===== src/rtl/spi_link_pkg.sv =====
// Shared SPI link constants: frame layout, header bytes, status bit positions, FSM encoding.
// Frame length depends on SPI_TX_CRC_EN (adds a trailing CRC-8 byte).
package spi_link_pkg;

    localparam logic [7:0]  HDR_NONCE    = 8'hA5;
    localparam logic [7:0]  HDR_EMPTY    = 8'h5A;
    localparam logic [7:0]  CRC8_POLY    = 8'h07;
    localparam int unsigned PAYLOAD_BITS = 48;

`ifdef SPI_TX_CRC_EN
    localparam int unsigned FRAME_BITS = PAYLOAD_BITS + 8;
`else
    localparam int unsigned FRAME_BITS = PAYLOAD_BITS;
`endif

    // Status byte: {pll_pdn, ovf_sticky, 3'b000, level[2:0]}
    localparam int unsigned STAT_PLL_BIT = 7;
    localparam int unsigned STAT_OVF_BIT = 6;
    localparam int unsigned STAT_LVL_MSB = 2;

    localparam logic [1:0] ST_IDLE  = 2'd0;
    localparam logic [1:0] ST_LOAD  = 2'd1;
    localparam logic [1:0] ST_SHIFT = 2'd2;
    localparam logic [1:0] ST_DONE  = 2'd3;

endpackage


===== src/rtl/spi_miso_nonce_tx_nonce_fifo.sv =====
// Synchronous nonce FIFO; DEPTH must be a power of 2 so pointers wrap naturally.
module nonce_fifo #(
    parameter int unsigned DEPTH = 4,
    parameter int unsigned WIDTH = 32,
    localparam int unsigned AW   = $clog2(DEPTH)
) (
    input  logic             clk,
    input  logic             rst_n,
    input  logic             push_i,
    input  logic [WIDTH-1:0] data_i,
    input  logic             pop_i,
    output logic [WIDTH-1:0] data_o,
    output logic             full_o,
    output logic             empty_o,
    output logic [AW:0]      level_o
);

    logic [WIDTH-1:0] mem [DEPTH];
    logic [AW-1:0]    wr_ptr_q, wr_ptr_d;
    logic [AW-1:0]    rd_ptr_q, rd_ptr_d;
    logic [AW:0]      count_q, count_d;
    logic             push_ok, pop_ok;

    assign full_o  = (count_q == (AW+1)'(DEPTH));
    assign empty_o = (count_q == '0);
    assign level_o = count_q;
    assign data_o  = mem[rd_ptr_q];

    // A full FIFO still accepts a push when the head leaves in the same cycle.
    assign pop_ok  = pop_i && !empty_o;
    assign push_ok = push_i && (!full_o || pop_ok);

    always_comb begin
        wr_ptr_d = wr_ptr_q;
        rd_ptr_d = rd_ptr_q;
        count_d  = count_q;
        if (push_ok) wr_ptr_d = wr_ptr_q + 1'b1;
        if (pop_ok)  rd_ptr_d = rd_ptr_q + 1'b1;
        if (push_ok && !pop_ok)      count_d = count_q + 1'b1;
        else if (pop_ok && !push_ok) count_d = count_q - 1'b1;
    end

    always_ff @(posedge clk) begin
        if (!rst_n) begin
            wr_ptr_q <= '0;
            rd_ptr_q <= '0;
            count_q  <= '0;
        end else begin
            wr_ptr_q <= wr_ptr_d;
            rd_ptr_q <= rd_ptr_d;
            count_q  <= count_d;
        end
    end

    always_ff @(posedge clk) begin
        if (push_ok) mem[wr_ptr_q] <= data_i;
    end

endmodule


===== src/rtl/spi_miso_nonce_tx.sv =====
// MISO return path: buffers golden nonces and shifts one 48-bit frame per cs_n assertion.
// Define SPI_TX_CRC_EN to append a CRC-8 byte (56-bit frame).
module spi_miso_nonce_tx #(
    parameter int unsigned FIFO_DEPTH = 4,
    parameter logic [7:0]  HDR_NONCE  = spi_link_pkg::HDR_NONCE,
    parameter logic [7:0]  HDR_EMPTY  = spi_link_pkg::HDR_EMPTY
) (
    input  logic        osc_clk,
    input  logic        reset_n,
    input  logic        cs_n,
    input  logic        sclk,
    input  logic        nonce_valid,
    input  logic [31:0] nonce_in,
    input  logic        pll_pdn,
    output logic        miso,
    output logic        miso_oe,
    output logic        frame_done
);

    import spi_link_pkg::*;

    localparam int unsigned LW = $clog2(FIFO_DEPTH) + 1;

    // [0] metastability flop, [1] synchronized level, [2] previous level for edge detect
    logic [2:0] cs_q, sclk_q;
    logic       cs_fall, cs_rise, sclk_fall;

    logic [1:0]            state_q, state_d;
    logic [FRAME_BITS-1:0] shreg_q, shreg_d;
    logic [5:0]            bitcnt_q, bitcnt_d;
    logic                  has_nonce_q, has_nonce_d;
    logic                  ovf_rep_q, ovf_rep_d;
    logic                  ovf_q, ovf_d;

    logic                    fifo_full, fifo_empty, fifo_pop, commit;
    logic [LW-1:0]           fifo_level;
    logic [31:0]             fifo_head;
    logic [7:0]              level8, status;
    logic [PAYLOAD_BITS-1:0] payload;
    logic [FRAME_BITS-1:0]   frame;

    always_ff @(posedge osc_clk) begin
        if (!reset_n) begin
            cs_q   <= '1;
            sclk_q <= '0;
        end else begin
            cs_q   <= {cs_q[1:0], cs_n};
            sclk_q <= {sclk_q[1:0], sclk};
        end
    end

    assign cs_fall   =  cs_q[2] & ~cs_q[1];
    assign cs_rise   = ~cs_q[2] &  cs_q[1];
    assign sclk_fall =  sclk_q[2] & ~sclk_q[1];

    nonce_fifo #(
        .DEPTH (FIFO_DEPTH),
        .WIDTH (32)
    ) u_fifo (
        .clk     (osc_clk),
        .rst_n   (reset_n),
        .push_i  (nonce_valid),
        .data_i  (nonce_in),
        .pop_i   (fifo_pop),
        .data_o  (fifo_head),
        .full_o  (fifo_full),
        .empty_o (fifo_empty),
        .level_o (fifo_level)
    );

`ifdef SPI_TX_CRC_EN
    function automatic logic [7:0] crc8(input logic [PAYLOAD_BITS-1:0] d);
        logic [7:0] c;
        logic       fb;
        c = '0;
        for (int unsigned i = 0; i < PAYLOAD_BITS; i++) begin
            fb = c[7] ^ d[PAYLOAD_BITS-1-i];
            c  = {c[6:0], 1'b0} ^ (fb ? CRC8_POLY : 8'h00);
        end
        return c;
    endfunction
`endif

    always_comb begin
        level8 = 8'(fifo_level);
        status = '0;
        status[STAT_PLL_BIT]     = pll_pdn;
        status[STAT_OVF_BIT]     = ovf_q;
        status[STAT_LVL_MSB:0]   = (level8 > 8'd7) ? 3'd7 : level8[2:0];
        payload = {fifo_empty ? HDR_EMPTY : HDR_NONCE,
                   fifo_empty ? 32'h0 : fifo_head,
                   status};
`ifdef SPI_TX_CRC_EN
        frame = {payload, crc8(payload)};
`else
        frame = payload;
`endif
    end

    assign commit     = (state_q == ST_DONE);
    assign fifo_pop   = commit && has_nonce_q;
    assign frame_done = commit;
    assign miso_oe    = ~cs_q[1];
    assign miso       = miso_oe && (state_q == ST_SHIFT) && shreg_q[FRAME_BITS-1];

    always_comb begin
        ovf_d = ovf_q;
        if (commit && ovf_rep_q) ovf_d = 1'b0;
        // A new overflow outranks clearing the one just reported.
        if (nonce_valid && fifo_full && !fifo_pop) ovf_d = 1'b1;
    end

    always_comb begin
        state_d     = state_q;
        shreg_d     = shreg_q;
        bitcnt_d    = bitcnt_q;
        has_nonce_d = has_nonce_q;
        ovf_rep_d   = ovf_rep_q;
        case (state_q)
            ST_IDLE: if (cs_fall) state_d = ST_LOAD;
            ST_LOAD: begin
                shreg_d     = frame;
                bitcnt_d    = '0;
                has_nonce_d = ~fifo_empty;
                ovf_rep_d   = ovf_q;
                state_d     = ST_SHIFT;
            end
            ST_SHIFT: if (sclk_fall) begin
                if (bitcnt_q == 6'(FRAME_BITS-1)) begin
                    state_d = ST_DONE;
                end else begin
                    shreg_d  = {shreg_q[FRAME_BITS-2:0], 1'b0};
                    bitcnt_d = bitcnt_q + 1'b1;
                end
            end
            default: state_d = ST_IDLE;
        endcase
        if (cs_rise) state_d = ST_IDLE;
    end

    always_ff @(posedge osc_clk) begin
        if (!reset_n) begin
            state_q     <= ST_IDLE;
            shreg_q     <= '0;
            bitcnt_q    <= '0;
            has_nonce_q <= 1'b0;
            ovf_rep_q   <= 1'b0;
            ovf_q       <= 1'b0;
        end else begin
            state_q     <= state_d;
            shreg_q     <= shreg_d;
            bitcnt_q    <= bitcnt_d;
            has_nonce_q <= has_nonce_d;
            ovf_rep_q   <= ovf_rep_d;
            ovf_q       <= ovf_d;
        end
    end

endmodule


===== config.mk =====
export PLATFORM = sky130hd
export DESIGN_NAME = spi_miso_nonce_tx
export DESIGN_NICKNAME = d
export VERILOG_FILES = /design/src/rtl/spi_link_pkg.sv /design/src/rtl/spi_miso_nonce_tx_nonce_fifo.sv /design/src/rtl/spi_miso_nonce_tx.sv
export SDC_FILE = /design/constraint.sdc
export NUM_CORES = 1
export LEC_CHECK = 0
export BUFFER_PORTS_ARGS = -buffer_cell sky130_fd_sc_hd__buf_2
export CORE_MARGIN = 1.5
export CORE_UTILIZATION = 45
export DETAILED_ROUTE_END_ITERATION = 6
export PLACE_DENSITY = 0.74
export SLEW_MARGIN = 20
export SYNTH_ARGS = -nofsm -noshare
export SYNTH_HDL_FRONTEND = slang
export SYNTH_SLANG_ARGS = --single-unit

===== constraint.sdc =====
create_clock -name osc_clk -period 2.6 [get_ports osc_clk]
set_clock_uncertainty 0.15 [all_clocks]
set_input_delay 0.39 -clock osc_clk [delete_from_list [all_inputs] [get_ports osc_clk]]
set_output_delay 0.39 -clock osc_clk [all_outputs]
set_load 0.05 [all_outputs]

==> summary.md <==
| Metric | Value |
|---|---|
| Status | completed |
| Cell Chain, Critical Path | ha_4, nand2_1, a31oi_2, ha_1, inv_1, fa_1, xor2_1, or3_1, a21oi_1 |
| Buffers on Ports | 40 |
| CTS H-tree depth | 1 |
| WP data arrival | 2.70 ns |
| DR iter-0 viols | 355 |
| Yosys warning count | 0 |
| TritonCTS clock tree | done |
| Max-slew violations | 0 |
| Crit Path Category | flip-flop to flip-flop |
| FP Rows | 49 |
| First-pass GRT wire length | 26500 um |
| Initial Utilization | 0.458 |
| Delay-heaviest family, CP | adder cells |
| Die width | 138 um |
| HP Start | reset_n |
| HPWL after DPL | 9020 um |
| Sequential fraction of the synthesis area | 0.649 |
| Hold Path Class | input pin to flip-flop |
| Synthesized cell area | 8210 um2 |
| Total Routed Length | 16300 um |
| Leading area contributor after synthesis | edfxtp_1 |
| Pwr/cell area | 939 nW/um2 |
| Switching part of the total | 0.274 |
| Worst-margin pin slew | 0.701 ns |
| Mapped Nets | 620 |
| GRT Overall Usage | 0.170 |
| Most frequent cell after synthesis | edfxtp_1 |
| Avg Inst Size Synth | 14.4 um2 |
| Routability cong. | 0.730 |
| Synth Instances | 571 |
| RSZ-0062 raised after global routing | false |
| DRT Pass-1 Iters | 6 |
| Post-DRT Antenna Nets | 0 |
| Hold_ws | 0.0311 ns |
| Top cells by count, synth | edfxtp_1, dfxtp_1, a21oi_1 |
| Ant diodes | 0 |
| Fmax | 0.412 GHz |
| Clock root buffer | clkbuf_16 |
| Top cell type's share of synthesized area | 0.468 |
| R2r endpoint | u_fifo.level_o[2] |
| Worst-path clk slew | 0.06 ns |
| Vias/cell | 5.69 |
| Maximum VDD drop | 0.550 mV |
| Boundary pin count | 41 |
| Rel. slew slack | 0.532 |
| CTS sink count | 202 |
| Largest cells by area after synthesis | edfxtp_1, dfxtp_1, mux4_1, mux4_2, a21oi_1 |
| Max stage delay on crit path | 0.42 ns |
| Endpoint, Worst Hold | cs_q[1] |
| Pint | 6.68 mW |
| CP Data Required Time | 2.87 ns |
| Final hold vios | 0 |
| Worst R2R Start | state_q[0] |
| Reg2Reg Setup Slack | 0.17 ns |
| Logic pwr share | 0.205 |
| Die H | 138 um |
| Vias in the first global route | 5251 |
| Worst reg2reg path depth | 9 |
| Number of CTS-inserted buffers | 20 |
| Final min period | 2.43 ns |
| Crit path buf inv count | 1 |
| Crit end category | flip-flop |
| Post-synth top flop | edfxtp_1 |
| Maximum clock path buffer count | 3 |
| Asr flop ratio synth | 0 |
| Clk Latency, worst-skew pair | 0.49 ns |
| Core ar. | 17900 um2 |
| Hold Path Stages | 2 |
| DIE AREA | 19100 um2 |
| Sequential share of power | 0.449 |
| LEAKAGE | 3.28 nW |
| Vias | 5050 |
| Slowest-stage cell, CP | dfxtp_1 |
| # Post-CTS Setup Buffers | 0 |
| Post-route DRC | 0 |
| Yosys cell types | 45 |
| FF+latch count, synth | 202 |
| DR WL/cell | 18.4 um |
| EDFF count, synth | 128 |
| Max Fanout on Critical Path | 6 |
| Max Cap Viol | 0 |
| Area grow syn2layout | 19.4% |
| Largest net degree at the start of global routing | 45 |
| Share of layout cells above drive strength 1 | 0.181 |
| GRT Residual Overflow | 0 |
| Critical path launch point type | flip-flop |
| P_sw | 2.52 mW |
| Initial antenna violation count | 0 |
| Total negative slack | 0 ns |
| Clock power frac | 0.345 |
| Finish-stage setup viols | 0 |
| Tcrit/Tclk final | 0.933 |
| Layout net count | 693 |
-- power groups by stage --
stage	clock network, mW	logic [mW]	registers [mW]
3_5_place_dp	0	1.83	4.18
4_1_cts	3.22	1.89	4.13
3_3_place_gp	0	1.75	4.15
6_report	3.18	1.89	4.14
2_1_floorplan	0	1.36	4.13
5_1_grt	3.34	2.09	4.18
-- cell families after synthesis --
kind of cell	Yosys count	share of synthesized area
AO/OA/AOI/OAI	121	0.0942
multiplexers	43	0.109
adder cells (fa/ha/maj)	11	0.0177
flip-flops	202	0.649
buffers and inverters	55	0.0337
AND/OR/NAND/NOR	134	0.0909
XOR/XNOR	5	0.00534
-- worst max-delay path by stage --
stage | slack (ns) | startpoint | cells after the start | endpoint
4_1_cts | 0.17 | state_q[0] | 9 | u_fifo.level_o[2]
5_1_grt | 0.06 | state_q[0] | 9 | u_fifo.level_o[2]
2_1_floorplan | 0.1 | state_q[0] | 9 | u_fifo.level_o[2]
6_report | 0.17 | state_q[0] | 9 | u_fifo.level_o[2]
3_3_place_gp | 0.31 | state_q[0] | 9 | u_fifo.level_o[2]
3_5_place_dp | 0.19 | state_q[0] | 9 | u_fifo.level_o[2]
-- state kept, by name (all words and copies together) (netlist names), 2 cells and up, named ones only --
name	cells
state_q	2
u_fifo.wr_ptr_q	2
sclk_q	3
u_fifo.level_o	3
cs_q	3
u_fifo.mem	128
bitcnt_q	6
u_fifo.rd_ptr_q	2
shreg_q	48
-- timing repair --
item | in CTS | in global routing
hold buffers | 34 | 0
resized for setup | 0 | 0
endpoints found under the setup margin | 0 | 0
endpoints found under the hold margin | 130 | 0
-- stage by stage --
stage | instances | utilization | power (mW) | worst slack (ns) | cell area, um2
floorplan | 571 | - | 5.49 | 0.0989 | 8220
finish | 887 | 0.547 | 9.20 | 0.174 | 9800
detailed placement | 817 | 0.488 | 6.01 | 0.188 | 8730
CTS | 887 | 0.547 | 9.24 | 0.173 | 9800
global placement | 817 | 0.488 | 5.91 | 0.313 | 8730
global route | 887 | 0.547 | 9.61 | 0.0559 | 9800
-- cell type report --
| cell class | instances | area [um2] |
|---|---|---|
| clock buffer | 24 | 537 |
| clock inverter | 12 | 193 |
| fill | 1415 | 8100 |
| inverter | 13 | 48.8 |
| multi-input combinational | 314 | 2620 |
| sequential | 202 | 5330 |
| tap | 229 | 287 |
| timing repair buffer | 93 | 783 |
-- cells in the final DEF, fill, tap and decap left out, drive strengths merged, types with 11 or more instances in the layout --
cell | synthesis | layout
buf | 29 | 59
edfxtp | 128 | 128
inv | 13 | 16
o21ai | 15 | 15
mux4 | 32 | 32
dfxtp | 74 | 74
nor2 | 13 | 13
clkbuf | 13 | 24
nand3b | 34 | 34
a311oi | 32 | 32
dlygate4sd3 | 0 | 34
a21oi | 63 | 63
nand2 | 49 | 49
nand3 | 11 | 11
mux2i | 11 | 11
-- routing by layer --
metal,part of all wire,global-route usage,up-vias
met3,0.047,0.0263,33
met5,0,0,-
li1,-,-,2354
met2,0.53,0.314,168
met1,0.40,0.205,2495
met4,0.020,0.0504,0
No activity file was read; power rests on OpenSTA's default activity.
